$ cat src/rtl/uart_tx_pkg.sv
// Shared state encoding, line level and parity constants for the UART transmit path.
package uart_tx_pkg;

   typedef enum logic [2:0] {IDLE, START, DATA, PARITY, STOP} tx_state_e;

   localparam logic TX_IDLE_LVL = 1'b1;
   localparam logic PAR_EVEN    = 1'b0;
   localparam logic PAR_ODD     = 1'b1;

   function automatic logic parity_bit(input logic data_xor, input logic par_typ);
      logic result;
      case (par_typ)
         PAR_EVEN: result = data_xor;
         PAR_ODD:  result = ~data_xor;
         default:  result = data_xor;
      endcase
      return result;
   endfunction

endpackage

$ cat src/rtl/uart_baud_gen.sv
// Bit-period timer: counts 0..PRESCALE and ticks on the last clock of each bit period.
module uart_baud_gen #(
   parameter int PRESC_W = 6
) (
   input  logic               CLK,
   input  logic               RST,
   input  logic               clear,
   input  logic [PRESC_W-1:0] PRESCALE,
   output logic               tick
);

   logic [PRESC_W-1:0] cnt;

   assign tick = (cnt == PRESCALE);

   // Clearing at frame start aligns the first bit period exactly with the START state.
   always_ff @(posedge CLK) begin
      if (!RST) begin
         cnt <= '0;
      end else if (clear || tick) begin
         cnt <= '0;
      end else begin
         cnt <= cnt + 1'b1;
      end
   end

endmodule

$ cat src/rtl/uart_tx_gen.sv
// UART transmitter with one-entry holding register, runtime frame config and internal baud timer.
module uart_tx_gen
   import uart_tx_pkg::*;
#(
   parameter int DATA_WIDTH = 8,
   parameter int PRESC_W    = 6
) (
   input  logic                  CLK,
   input  logic                  RST,
   input  logic [PRESC_W-1:0]    PRESCALE,
   input  logic                  PAR_EN,
   input  logic                  PAR_TYP,
   input  logic                  STOP2,
   input  logic [DATA_WIDTH-1:0] S_DATA,
   input  logic                  S_VALID,
   output logic                  S_READY,
   output logic                  TX_OUT,
   output logic                  BUSY,
   output logic                  FRAME_DONE
);

   localparam int BIT_CNT_W = $clog2(DATA_WIDTH + 1);
   localparam logic [BIT_CNT_W-1:0] LAST_BIT = BIT_CNT_W'(DATA_WIDTH - 1);

   tx_state_e             state, state_nxt;
   logic [DATA_WIDTH-1:0] hold_data, shift_reg;
   logic                  hold_full;
   logic [PRESC_W-1:0]    presc_lat;
   logic                  par_en_lat, stop2_lat, par_lat;
   logic [BIT_CNT_W-1:0]  bit_cnt;
   logic                  stop_cnt;
   logic                  tick, load, frame_end, accept, tx_nxt;

   assign S_READY = !hold_full;
   assign accept  = S_VALID && !hold_full;

   uart_baud_gen #(.PRESC_W(PRESC_W)) u_baud (
      .CLK      (CLK),
      .RST      (RST),
      .clear    (load),
      .PRESCALE (presc_lat),
      .tick     (tick)
   );

   always_ff @(posedge CLK) begin
      if (!RST) begin
         state <= IDLE;
      end else begin
         state <= state_nxt;
      end
   end

   // The FSM runs one clock ahead of the pins; tx_nxt is the level for the next clock.
   always_comb begin
      state_nxt = state;
      load      = 1'b0;
      frame_end = 1'b0;
      tx_nxt    = TX_IDLE_LVL;
      case (state)
         IDLE: begin
            if (hold_full) begin
               load      = 1'b1;
               state_nxt = START;
            end
         end
         START: begin
            tx_nxt = 1'b0;
            if (tick) state_nxt = DATA;
         end
         DATA: begin
            tx_nxt = shift_reg[0];
            if (tick && (bit_cnt == LAST_BIT)) state_nxt = par_en_lat ? PARITY : STOP;
         end
         PARITY: begin
            tx_nxt = par_lat;
            if (tick) state_nxt = STOP;
         end
         STOP: begin
            tx_nxt = 1'b1;
            if (tick && (!stop2_lat || stop_cnt)) begin
               frame_end = 1'b1;
               if (hold_full) begin
                  load      = 1'b1;
                  state_nxt = START;
               end else begin
                  state_nxt = IDLE;
               end
            end
         end
         default: state_nxt = IDLE;
      endcase
   end

   // A new word wins over freeing the holding register so an accept during a load is never lost.
   always_ff @(posedge CLK) begin
      if (!RST) begin
         hold_full  <= 1'b0;
         hold_data  <= '0;
         shift_reg  <= '0;
         presc_lat  <= '0;
         par_en_lat <= 1'b0;
         stop2_lat  <= 1'b0;
         par_lat    <= 1'b0;
         bit_cnt    <= '0;
         stop_cnt   <= 1'b0;
      end else begin
         if (accept) begin
            hold_data <= S_DATA;
            hold_full <= 1'b1;
         end else if (load) begin
            hold_full <= 1'b0;
         end
         if (load) begin
            shift_reg  <= hold_data;
            presc_lat  <= PRESCALE;
            par_en_lat <= PAR_EN;
            stop2_lat  <= STOP2;
            par_lat    <= parity_bit(^hold_data, PAR_TYP);
            bit_cnt    <= '0;
            stop_cnt   <= 1'b0;
         end else if (tick) begin
            if (state == DATA) begin
               shift_reg <= {1'b0, shift_reg[DATA_WIDTH-1:1]};
               bit_cnt   <= bit_cnt + 1'b1;
            end
            if (state == STOP) stop_cnt <= 1'b1;
         end
      end
   end

   always_ff @(posedge CLK) begin
      if (!RST) begin
         TX_OUT     <= TX_IDLE_LVL;
         BUSY       <= 1'b0;
         FRAME_DONE <= 1'b0;
      end else begin
         TX_OUT     <= tx_nxt;
         BUSY       <= (state != IDLE);
         FRAME_DONE <= frame_end;
      end
   end

endmodule

$ cat config.mk
export PLATFORM = sky130hd
export DESIGN_NAME = uart_tx_gen
export DESIGN_NICKNAME = d
export VERILOG_FILES = /design/src/rtl/uart_tx_pkg.sv /design/src/rtl/uart_baud_gen.sv /design/src/rtl/uart_tx_gen.sv
export SDC_FILE = /design/constraint.sdc
export NUM_CORES = 1
export LEC_CHECK = 0
export BUFFER_PORTS_ARGS = -buffer_cell sky130_fd_sc_hd__buf_2
export CAP_MARGIN = 20
export CELL_PAD_IN_SITES_DETAIL_PLACEMENT = 0
export CELL_PAD_IN_SITES_GLOBAL_PLACEMENT = 1
export CORE_ASPECT_RATIO = 1.1
export CORE_MARGIN = 2
export CORE_UTILIZATION = 47
export DETAILED_ROUTE_END_ITERATION = 8
export PLACE_DENSITY_LB_ADDON = 0.1
export SLEW_MARGIN = 10
export SYNTH_ARGS = -nofsm -noshare
export SYNTH_HDL_FRONTEND = slang
export SYNTH_SLANG_ARGS = --single-unit
$ cat constraint.sdc
create_clock -name CLK -period 4.1 [get_ports CLK]
set_input_delay 1.025 -clock CLK [delete_from_list [all_inputs] [get_ports CLK]]
set_output_delay 1.025 -clock CLK [all_outputs]
set_load 0.02 [all_outputs]
==> qor.csv <==
metric,value,unit
hp-class,reg -> reg,
netlist_area,0.00198,mm2
required,4.26,ns
cts_tree,done,
skew,0.00455,ns
fillCellCount,374,
place_congestion,0.768,
synth_edf_count,0,
synth_ff_type,dfxtp_1,
initial_core_util,0.496,
holdBufCountCts,0,
crit_chain,buf_2 -> nor2b_1 -> mux2i_1 -> nor2_1,
io_pins,24,
dr_wl_met2,1720,um
slew_headroom,0.375,
post-cts-setup-buffers,0,
synthArstFlopShare,0,
cp_slowest_cell,nor2b_1,
synth.distinct_cells,39,
grt_setup_unrepaired,no,
worst-setup-path-type,in -> reg,
postCtsResizedCells,0,
drt-pass1-iter-count,4,
fmax,494,MHz
num_vias,1437,
met3_length,169,um
min_period,2.03,ns
grt_pass1_wl,6560,um
wire_per_inst,13.2,um
setup-violations-final,0,
p_total,1.55,mW
diodes,0,
ir_worst_vdd,321,uV
cts_buffers,5,
fin_nets,250,
clkTransAtPathRegs,0.08,ns
cts_buffer_depth,2,
detail_route.vias_per_cell,5.13,
finalSetupTns,0,ns
slew_viol_final,0,
critPathCaptureType,register,
syn2layout_area_growth,9.98,%
cp.arrival,2.18,ns
drtIter0Drc,117,
clock_latency,0.29,ns
crit_buf_inv,1,
ys.warnings.count,0,
multiInputGateArea,0.00103,mm2
io_buffers,23,
post-route-util,0.545,
cts_htree_levels,2,
p_leak,0.921,nW
start_kind,input port,
top_layer,met4,
tightest_slew,0.936,ns
ys_seq_area_frac,0.435,
drt-met1-wl,1780,um
routed_wl,3700,um
die_h,72.1,um
hold_viol_final,0,
synthCells,209,
cts-root-buf,clkbuf_8,
antenna_left,0,
core-area,0.00399,mm2
rows,24,
fin_crit_sh,0.494,
hpwlAfterDp,2740,um
die_area,0.00475,mm2
pwr_density_cell,710,mW/mm2
drc,0,
grt_pass1_vias,1437,
cts_sinks,43,
drive_gt1_frac,0.175,
crit_fanout,8,
avgSynthCellArea,9.48,um2
ys_ff_latch,43,
cap_viol_max_count,0,
die_w,65.9,um
grtUsageTotal,0.178,
grt_max_degree,27,
cpPeakStageDelay,0.74,ns
overflow,0,
synth_nets,231,
antenna_found_initial,0,
worst_path_dominant_cell_family,simple AND/OR/NAND/NOR gates,
status,"complete, no violations",
ff_latch_area,861,um2
## placed cells by master, fill, tap and decap left out, types with 2 or more instances in the layout
master    instances
nand2_1           9
nand2b_1          6
nand3_1           6
and3_1            2
mux2i_1          23
ha_1              2
clkbuf_8          6
dfxtp_1          43
a21oi_1          10
nand3b_1          3
xnor2_1          12
inv_1             4
nor2b_1           2
nor3_2            2
or4_1             2
o21ai_0           3
nor2_1           36
xor2_1            9
buf_2            23
o21ai_1           7
## Yosys cell counts, types with 2 or more instances
master    count  area [um2]
clkbuf_1      3        11.3
o21ai_0       3        15.0
buf_6         3        33.8
xor2_1        9        78.8
nand3b_1      3        22.5
nand2b_1      6        37.5
o21ai_1       7        35.0
inv_1         4        15.0
buf_2         2        10.0
dfxtp_1      43         861
nand3_1       6        30.0
ha_1          2        25.0
buf_4         3        22.5
nor3_2        2        20.0
mux2i_1      23         230
a21oi_1      10        50.1
nand2_1       9        33.8
xnor2_1      12         105
and3_1        2        12.5
nor2b_1       2        12.5
nor2_1       36         135
or4_1         2        15.0
## per-layer routing
layer | vias to the layer above | GRT usage
met1 | 661 | 0.229
met5 | - | 0
met4 | 0 | 0.0625
met2 | 26 | 0.285
li1 | 746 | -
met3 | 4 | 0.0527
## stage by stage
stage	std cells	setup slack, ns	area [um2]	hold slack [ns]
after global routing	280	1.98	2180	0.525
after detailed placement	273	1.75	2090	0.471
after global placement	273	1.82	2090	0.463
after CTS	280	2.07	2180	0.490
after floorplan	209	2.21	1980	0.436
final	280	2.07	2180	0.478
## worst paths after layout
check	cells after the start	slack, ns	from	to
max reg2reg	5	2.17	state[1]	shift_reg[0]
min reg2reg	1	0.48	u_baud.cnt[0]	u_baud.cnt[0]
min	1	0.48	u_baud.cnt[0]	u_baud.cnt[0]
max	4	2.07	S_VALID	hold_data[3]
## report_power, final
part | internal [mW] | switching [mW] | total (mW)
registers | 0.530 | 0.0959 | 0.626
logic | 0.268 | 0.379 | 0.646
clock network | 0.132 | 0.142 | 0.274
## cell families after synthesis
kind of cell    count (synthesis)  synth area share
flops                          43             0.435
mux                            23             0.116
compound gates                 29            0.0916
xor+xnor                       21            0.0929
fa+ha+maj                       2            0.0126
simple gates                   75             0.203
buf+inv                        16            0.0486
## final cells by class
class                   count  share of cell area
clock buffers               6              0.0379
inverters                   4             0.00689
multi-input cells         150               0.472
well taps                  52              0.0299
repair buffers             24              0.0563
flip-flops and latches     43               0.395
clock inverters             1             0.00230
Note: power is estimated with default switching activity, not from simulation.
